[config.mk]
export PLATFORM = sky130hd
export DESIGN_NAME = imem_loader
export DESIGN_NICKNAME = d
export VERILOG_FILES = /design/src/rtl/mips_pkg.sv /design/src/rtl/byte_packer.sv /design/src/rtl/imem_loader.sv
export SDC_FILE = /design/constraint.sdc
export NUM_CORES = 1
export LEC_CHECK = 0
export CAP_MARGIN = 20
export CORE_MARGIN = 8
export CORE_UTILIZATION = 53
export CTS_BUF_LIST = sky130_fd_sc_hd__clkbuf_16
export DETAILED_ROUTE_END_ITERATION = 16
export PLACE_DENSITY = 0.88
export REMOVE_ABC_BUFFERS = 1
export SLEW_MARGIN = 20
export SYNTH_ARGS = -nofsm -noshare
export SYNTH_HDL_FRONTEND = slang
export SYNTH_HIERARCHICAL = 1
export SYNTH_SLANG_ARGS = --single-unit
[constraint.sdc]
create_clock -name clk -period 2.08 [get_ports clk]
set_input_delay 0.624 -clock clk [delete_from_list [all_inputs] [get_ports clk]]
set_output_delay 0.624 -clock clk [all_outputs]
set_load 0.05 [all_outputs]
[src/rtl/mips_pkg.sv]
// Shared definitions for the instruction-memory loader: load FSM encoding
// and default instruction-memory geometry.
package mips_pkg;

    localparam int DEF_ADDR_W = 6;
    localparam int MAX_WORDS  = 1 << DEF_ADDR_W;

    typedef enum logic [2:0] {
        S_LEN  = 3'd0,
        S_DATA = 3'd1,
        S_CSUM = 3'd2,
        S_DONE = 3'd3,
        S_ERR  = 3'd4
    } load_state_t;

endpackage

[src/rtl/byte_packer.sv]
// Assembles a big-endian 32-bit word from four accepted bytes and pulses
// word_valid for one cycle once the fourth byte has landed.
module byte_packer (
    input  logic        clk,
    input  logic        reset,
    input  logic        byte_valid,
    input  logic [7:0]  byte_data,
    output logic        last_byte,
    output logic        word_valid,
    output logic [31:0] word
);

    logic [1:0] byte_cnt;

    // Combinational so the loader can see the word boundary on the same edge.
    assign last_byte = (byte_cnt == 2'd3);

    always_ff @(posedge clk or negedge reset) begin
        if (!reset) begin
            byte_cnt   <= 2'd0;
            word_valid <= 1'b0;
            word       <= 32'd0;
        end else begin
            word_valid <= byte_valid && last_byte;
            if (byte_valid) begin
                word     <= {word[23:0], byte_data};
                byte_cnt <= byte_cnt + 2'd1;
            end
        end
    end

endmodule

[src/rtl/imem_loader.sv]
// Streams a length-prefixed, XOR-checksummed image into instruction memory
// and holds the CPU in reset until a good image has been loaded.
//
// state  | meaning
// S_LEN  | waiting for the word-count byte
// S_DATA | receiving data bytes, writing each completed word
// S_CSUM | waiting for the checksum byte
// S_DONE | image loaded and verified, CPU released
// S_ERR  | bad length or checksum, CPU stays held
module imem_loader
    import mips_pkg::*;
#(
    parameter int ADDR_W = DEF_ADDR_W
) (
    input  logic              clk,
    input  logic              reset,
    input  logic              in_valid,
    input  logic [7:0]        in_data,
    output logic              in_ready,
    input  logic              start,
    output logic              wr_en,
    output logic [ADDR_W-1:0] wr_addr,
    output logic [31:0]       wr_data,
    output logic              cpu_hold,
    output logic              done,
    output logic              error
);

    localparam int MAX_N = 1 << ADDR_W;

    load_state_t state;
    logic [7:0]  words_left;
    logic [7:0]  csum;
    logic        accept;
    logic        data_accept;
    logic        last_byte;
    logic        word_valid;
    logic [31:0] packed_word;

    assign accept      = in_valid && in_ready;
    assign data_accept = accept && (state == S_DATA);

    byte_packer u_packer (
        .clk        (clk),
        .reset      (reset),
        .byte_valid (data_accept),
        .byte_data  (in_data),
        .last_byte  (last_byte),
        .word_valid (word_valid),
        .word       (packed_word)
    );

    assign wr_en   = word_valid;
    assign wr_data = packed_word;

    always_ff @(posedge clk or negedge reset) begin
        if (!reset) begin
            state      <= S_LEN;
            in_ready   <= 1'b1;
            wr_addr    <= '0;
            cpu_hold   <= 1'b1;
            done       <= 1'b0;
            error      <= 1'b0;
            csum       <= 8'd0;
            words_left <= 8'd0;
        end else begin
            // Saturate so a full-memory image leaves wr_addr on the last word.
            if (wr_en && (wr_addr != {ADDR_W{1'b1}}))
                wr_addr <= wr_addr + 1'b1;

            case (state)
                S_LEN: begin
                    if (accept) begin
                        if ((in_data == 8'd0) || (int'(in_data) > MAX_N)) begin
                            state    <= S_ERR;
                            in_ready <= 1'b0;
                            error    <= 1'b1;
                        end else begin
                            words_left <= in_data;
                            state      <= S_DATA;
                        end
                    end
                end
                S_DATA: begin
                    if (data_accept) begin
                        csum <= csum ^ in_data;
                        if (last_byte) begin
                            words_left <= words_left - 8'd1;
                            if (words_left == 8'd1)
                                state <= S_CSUM;
                        end
                    end
                end
                S_CSUM: begin
                    if (accept) begin
                        in_ready <= 1'b0;
                        if (in_data == csum) begin
                            state    <= S_DONE;
                            done     <= 1'b1;
                            cpu_hold <= 1'b0;
                        end else begin
                            state <= S_ERR;
                            error <= 1'b1;
                        end
                    end
                end
                S_DONE, S_ERR: begin
                    if (start) begin
                        state    <= S_LEN;
                        in_ready <= 1'b1;
                        done     <= 1'b0;
                        error    <= 1'b0;
                        csum     <= 8'd0;
                        wr_addr  <= '0;
                        cpu_hold <= 1'b1;
                    end
                end
                default: begin
                    state    <= S_ERR;
                    in_ready <= 1'b0;
                    error    <= 1'b1;
                end
            endcase
        end
    end

endmodule
Yosys cells after proc, flatten, opt, wreduce, memory -nomap -nowiden
Index checks and enable logic that the tools add are counted.
{"block": "word_totals", "register_bits": 64, "out_inout_bits": 43, "wordCells": 89}
{"block": "op_classes", "add_sub_neg": 3, "n_lt_le_gt_ge": 1, "n_eq_ne": 18, "muxes": 37, "bitwise_logic": 2, "reduce_logical": 17}
{"op": "8-bit 2-to-1 mux", "count": 6}
{"op": "8-bit case mux with 2 select lines", "count": 2}
{"op": "3-bit 2-to-1 mux", "count": 8}
{"op": "6-bit 2-to-1 mux", "count": 3}
{"op": "2-bit inequality test, second input constant", "count": 7}
{"op": "1-bit 2-to-1 mux", "count": 13}
{"op": "3-bit case mux with 4 select lines", "count": 1}
{"op": "6-bit AND reduction", "count": 2}
{"op": "5-bit AND reduction", "count": 2}
{"op": "8-bit by 1-bit == test with 1-bit output, second input constant", "count": 1}
{"op": "8-bit == test", "count": 1}
{"op": "8-bit by 7-bit greater-than comparator with 1-bit output, second input constant", "count": 1}
{"op": "8-bit zero test", "count": 1}
{"op": "1-bit case mux with 4 select lines", "count": 2}
{"op": "8-bit by 1-bit subtractor with 8-bit output, second input constant", "count": 1}
{"op": "8-bit bitwise XOR", "count": 1}
{"op": "6-bit by 1-bit adder with 6-bit output, second input constant", "count": 1}
{"op": "3-bit by 2-bit == test with 1-bit output, second input constant", "count": 2}
{"op": "2-bit by 1-bit inequality test with 1-bit output, second input constant", "count": 3}
{"op": "6-bit inequality test, second input constant", "count": 1}
{"op": "2-bit nonzero test", "count": 3}
{"op": "1-bit logical AND", "count": 4}
{"op": "1-bit case mux with 2 select lines", "count": 2}
{"op": "4-bit AND reduction", "count": 1}
{"op": "9 further kinds", "count": 9}

Logic depth before layout (Yosys ltp)
{"block": "depth", "ltp_word": 5, "ltp_mapped": 7, "depth_no_buf": 6}

Cells and area by module
Netlist, hierarchy kept.
{"module": "imem_loader", "n_inst": 1, "cells_per_inst": 200, "area_per_inst_um2": 1784.2}
{"module": "byte_packer", "n_inst": 1, "cells_per_inst": 75, "area_per_inst_um2": 1451.4}

Worst setup path after synthesis
No wires, ideal clock.
{"block": "synth_path", "path_type": "reg-to-reg", "start": "register state[2]", "end": "register u_packer.word[0]", "arrival_time_ns": 1.687, "required_time_ns": 1.955, "slack_ns": 0.268, "path_stages_with_launch": 8, "path_buffers": 3, "synth_period_minus_slack_ns": 1.812, "path_cell_list": "dfrtp_1 buf_2 nor3b_2 nand3_2 clkinv_2 buf_6 buf_12 mux2_4"}
{"block": "synth_between", "elab_chain_len": 2}
{"item": "start: declaration", "line": "imem_loader.sv:31", "source": "load_state_t state;"}
{"item": "start signal: assignment", "line": "imem_loader.sv:58", "source": "state <= S_LEN;"}
{"item": "start signal: assignment", "line": "imem_loader.sv:75", "source": "state <= S_ERR;"}
{"item": "start signal: assignment", "line": "imem_loader.sv:80", "source": "state <= S_DATA;"}
{"item": "3-bit by 1-bit == test with 1-bit output", "line": "imem_loader.sv:41", "source": "assign data_accept = accept && (state == S_DATA);"}
{"item": "1-bit logical AND", "line": "imem_loader.sv:41"}
{"item": "named net data_accept", "line": "imem_loader.sv:35", "source": "logic data_accept;"}
{"item": "end signal: assignment", "line": "byte_packer.sv:26", "source": "word <= {word[23:0], byte_data};"}
{"item": "end: declaration", "line": "byte_packer.sv:10", "source": "output logic [31:0] word"}
The timed path passes the listed nets, and every way through them passes these cells.
A chain may end at the register's enable or synchronous reset.

Worst setup path after layout
{"block": "layout_path", "start": "input in_data[5]", "end": "register words_left[6]"}
{"block": "layout_between", "elab_chain_len": 4, "elab_cells_between_ends": 5, "cone_classes": "order compare (1); eq/ne (1); reduce/logical (3)"}
{"item": "start: declaration", "line": "imem_loader.sv:18", "source": "input logic [7:0] in_data,"}
{"item": "8-bit by 7-bit greater-than comparator with 1-bit output / 8-bit zero test (equally long branches)", "line": "imem_loader.sv:74", "source": "if ((in_data == 8'd0) || (int'(in_data) > MAX_N)) begin"}
{"item": "1-bit logical OR (*)", "line": "imem_loader.sv:74"}
{"item": "2-bit inequality test (no source line) (*)"}
{"item": "5-bit AND reduction (no source line) (*)"}
{"item": "end signal: assignment", "line": "imem_loader.sv:79", "source": "words_left <= in_data;"}
{"item": "end signal: assignment", "line": "imem_loader.sv:88", "source": "words_left <= words_left - 8'd1;"}
{"item": "end: declaration", "line": "imem_loader.sv:32", "source": "logic [7:0] words_left;"}
Mark *: on every way between the ends. The rest lies on a longest branch, timed or not.

==> metrics.log <==
[metrics] worst r2r src: state[1]
[metrics] fraction of synthesis flops using an asynchronous set or reset pin: 100%
[metrics] largest area contributor in the netlist: sky130_fd_sc_hd__dfrtp_1
[metrics] number of buffer and inverter instances along the worst setup path: 3
[metrics] Primary FF master, synth: sky130_fd_sc_hd__dfrtp_1
[metrics] P per Cell Area: about 620 mW/mm²
[metrics] die outline height: approximately 94 µm
[metrics] kind of launch point of the worst setup path: input port
[metrics] critical path cell sequence: dlygate4sd2_1 -> nor4_4 -> and4b_2 -> o311ai_4 -> buf_6 -> buf_16 -> o22a_1
[metrics] die outline area: 0.00886 mm²
[metrics] average routed wire per standard cell: 17.4 µm
[metrics] Root Buffer: sky130_fd_sc_hd__clkbuf_16
[metrics] cells on worst reg2reg path: 7
[metrics] required time of the critical path: 2290 ps
[metrics] count of port buffers added during placement: 54
[metrics] type of the worst setup path: in -> reg
[metrics] largest net degree at the start of global routing: 65
[metrics] area growth from synthesis to layout: 33.3%
[metrics] First DRT Iteration DRCs: 123
[metrics] worst-path fanout max: 8
[metrics] slowest CP cell: sky130_fd_sc_hd__nor4_4
[metrics] Period Utilization, post-route: 97.9%
[metrics] WP data arrival: between 2000 and 2500 ps
[metrics] source-to-sink clock delay at the later pin of the worst-skew pair: around 320 ps
[metrics] area share of the largest cell type after synthesis: a little under half
[metrics] final worst hold slack: 309 ps
[metrics] vias per std cell: 5.74
[metrics] highest attainable clock frequency: 0.491 GHz
[metrics] vias in the first global route: 2,589
[metrics] dpl hpwl: 5.32 mm
[metrics] setup-violating endpoint count in the final report: 0
[metrics] Fin Setup TNS: 0 ps
[metrics] transition time at the pin with the least slew margin: 469 ps
[metrics] TritonCTS clock tree: built
[metrics] Starting Density: 54.6%
[metrics] Congestion Overflow GR: 0
[metrics] number of clock buffers inserted by TritonCTS: 9
[metrics] final antenna-violating net count: 0
[metrics] Ports: 55
[metrics] GPL Wtd Cong: 0.904
[metrics] clk sinks: 64
[metrics] part of the Yosys area used for sequential elements: 49.6%
[metrics] largest vdd supply drop: 0.520 mV
[metrics] synthesized area per cell: 11.8 µm²
[metrics] Total GRT Usage: 18.3%
[metrics] clock period minus final worst setup slack: 2040 ps
[metrics] proportion of layout cells with a drive suffix above 1: 38.4%
[metrics] Util after Layout: 72.9%
[metrics] horizontal die dimension: 94.1 µm
[metrics] count of maximum capacitance violations: 0
[metrics] clock slew at the register clock pins of the worst setup and hold paths: 50 ps
[metrics] total DRC errors in the routed layout: 0
[metrics] buffer depth of the longest clock path: 2
[metrics] antenna diode count: 0
[metrics] Max-slew headroom: 68.6%
[metrics] post-layout net count: 377
[metrics] sort of element at the end of the critical path: register
[metrics] number of flip-flops and latches in the synthesized netlist: 64
[metrics] Synth Cell Area: 0.00324 mm²
[metrics] global-route wire length before repair: about 13 mm
[metrics] Reg-to-Reg End: csum[1]
[metrics] detailed-routing iteration count for the pre-antenna-repair pass: 4
[metrics] Hold Crit Class: in -> async
[metrics] placeable core area: ~0.0059 mm²
[metrics] Post-Route Skew: 7.32 ps
[metrics] CTS hold repair buffers: 0
[metrics] count of mapped cells out of synthesis: around 280
[metrics] Final Routed Wirelength: around 7.6 mm
[metrics] H-tree depth: 3
[metrics] Final Slew Violations: 0
[metrics] total number of yosys warnings: 6
[metrics] total count of hold-check failures in the final report: 0
[metrics] Largest delay share family, worst path: simple AND/OR/NAND/NOR gates
[metrics] largest stage delay on the critical path: approximately 360 ps
[metrics] reg-to-reg setup timing slack: 300 ps
[metrics] Synth area leaders: sky130_fd_sc_hd__dfrtp_1, sky130_fd_sc_hd__mux2_4, sky130_fd_sc_hd__o21ai_0
[metrics] distinct cell type count after synthesis: 56
[metrics] leakage power: 0.00210 µW
[metrics] EDFF count, synth: 0
[metrics] overall via count from detail_route: 2,524
[metrics] filler instances: approximately 370
[metrics] status: complete, no violations
[metrics] initial antenna violation count: 0
[metrics] row cnt: 28
==> sequential cells by signal (all words and copies together), names as in the netlist <==
| name | count |
|---|---|
| cpu_hold | 1 |
| csum | 8 |
| done | 1 |
| error | 1 |
| in_ready | 1 |
| state | 3 |
| u_packer/byte_cnt | 2 |
| u_packer/word | 32 |
| u_packer/word_valid | 1 |
| words_left | 8 |
| wr_addr | 6 |
==> stage by stage <==
stage / worst slack (ps) / instance area (µm²) / power, µW / std cells
after floorplan: -87.3 / 3130 / 1290 / 264
after global placement: -492 / 3950 / 1370 / 421
after detailed placement: -448 / 3950 / 1370 / 421
after CTS: 19.6 / 4250 / 2670 / 438
after global routing: -8.50 / 4310 / 2750 / 440
final: 42.7 / 4310 / 2660 / 440
==> cell families (layout without fill, tap and decap cells) <==
logic type / Yosys count / count (layout) / share of synthesized area, %
buffers and inverters: 19 / 109 / 4.33
DFF: 64 / 64 / 49.6
adders and majority gates: 4 / 4 / 1.55
AOI/OAI and AO/OA: 66 / 66 / 13.6
xor gates and xnor gates: 14 / 14 / 3.79
muxes: 35 / 35 / 15.4
and+or+nand+nor: 73 / 73 / 11.8
==> repair_timing <==
action / 4_1_cts / 5_1_grt
pin swaps: 2 / 3
gates cloned: 1 / 0
endpoints found under the setup margin: 7 / 11
buffers inserted: 1 / 2
endpoints found under the hold margin: 0 / 0
gates resized for setup: 6 / 15
==> layer usage <==
metal	part of all wire, %	track usage (%)	vias to the layer above	wire length, µm
li1	-	-	1165	-
met1	42	22.4	1244	3180
met2	49	28.8	96	3750
met3	6.9	5.12	19	526
met4	2.4	9.11	0	185
met5	0	0	-	0
==> final cells by class <==
cell class                      count  area, µm²  area share (%)
Clock inverter                      6       28.8           0.667
Multi-Input combinational cell    192       1540            35.6
Inverter                            8       31.3           0.725
Clock buffer                        9        225            5.22
Tap cell                           75       93.8            2.18
Timing Repair Buffer               86        796            18.4
Sequential cell                    64       1600            37.2
==> how the worst max path moves through the flow <==
stage / from / endpoint / slack [ps] / depth (start not counted)
CTS: in_data[0] / words_left[6] / 20 / 7
detailed placement: in_data[5] / state[0] / -450 / 6
global route: in_data[5] / words_left[6] / -9 / 7
finish: in_data[5] / words_left[6] / 40 / 7
floorplan: state[0] / u_packer/byte_cnt[1] / -90 / 4
global placement: in_data[5] / state[2] / -490 / 6
==> placed cells by master (no fill, tap or decap), types with 4 or more instances in the layout <==
| cell type | instances |
|---|---|
| sky130_fd_sc_hd__a21oi_1 | 12 |
| sky130_fd_sc_hd__buf_4 | 64 |
| sky130_fd_sc_hd__clkbuf_16 | 9 |
| sky130_fd_sc_hd__inv_1 | 8 |
| sky130_fd_sc_hd__nor3_1 | 5 |
| sky130_fd_sc_hd__nor2_1 | 27 |
| sky130_fd_sc_hd__dlymetal6s2s_1 | 5 |
| sky130_fd_sc_hd__o21ai_1 | 8 |
| sky130_fd_sc_hd__ha_1 | 4 |
| sky130_fd_sc_hd__nand2_1 | 15 |
| sky130_fd_sc_hd__mux2_2 | 5 |
| sky130_fd_sc_hd__o21ai_0 | 24 |
| sky130_fd_sc_hd__xor2_1 | 11 |
| sky130_fd_sc_hd__mux2_4 | 28 |
| sky130_fd_sc_hd__buf_12 | 7 |
| sky130_fd_sc_hd__dfrtp_1 | 62 |
==> worst reg2reg max path, delay by kind of cell (launching register included) <==
family / cells / cell delay [ps]
flip-flops: 1 / 620
buffers and inverters: 2 / 310
AND/OR/NAND/NOR: 3 / 540
AO/OA/AOI/OAI: 2 / 240
==> synth_stat cells, drive strengths merged (3+ instances only) <==
cell / n
nand3: 4
nor2: 29
xnor2: 3
mux2: 33
ha: 4
o21ai: 32
nand4: 3
inv: 7
dfrtp: 62
a21oi: 13
nor4: 4
buf: 9
nand2: 15
xor2: 11
nor3: 6
==> power breakdown <==
group | switching, µW | leakage (µW) | internal, µW
clock | 524 | 0.000127 | 781
sequential | 0 | 0.000835 | 1250
combinational | 65.7 | 0.00114 | 46.9
total | 590 | 0.00210 | 2070
(Power assumes the default switching activity.)
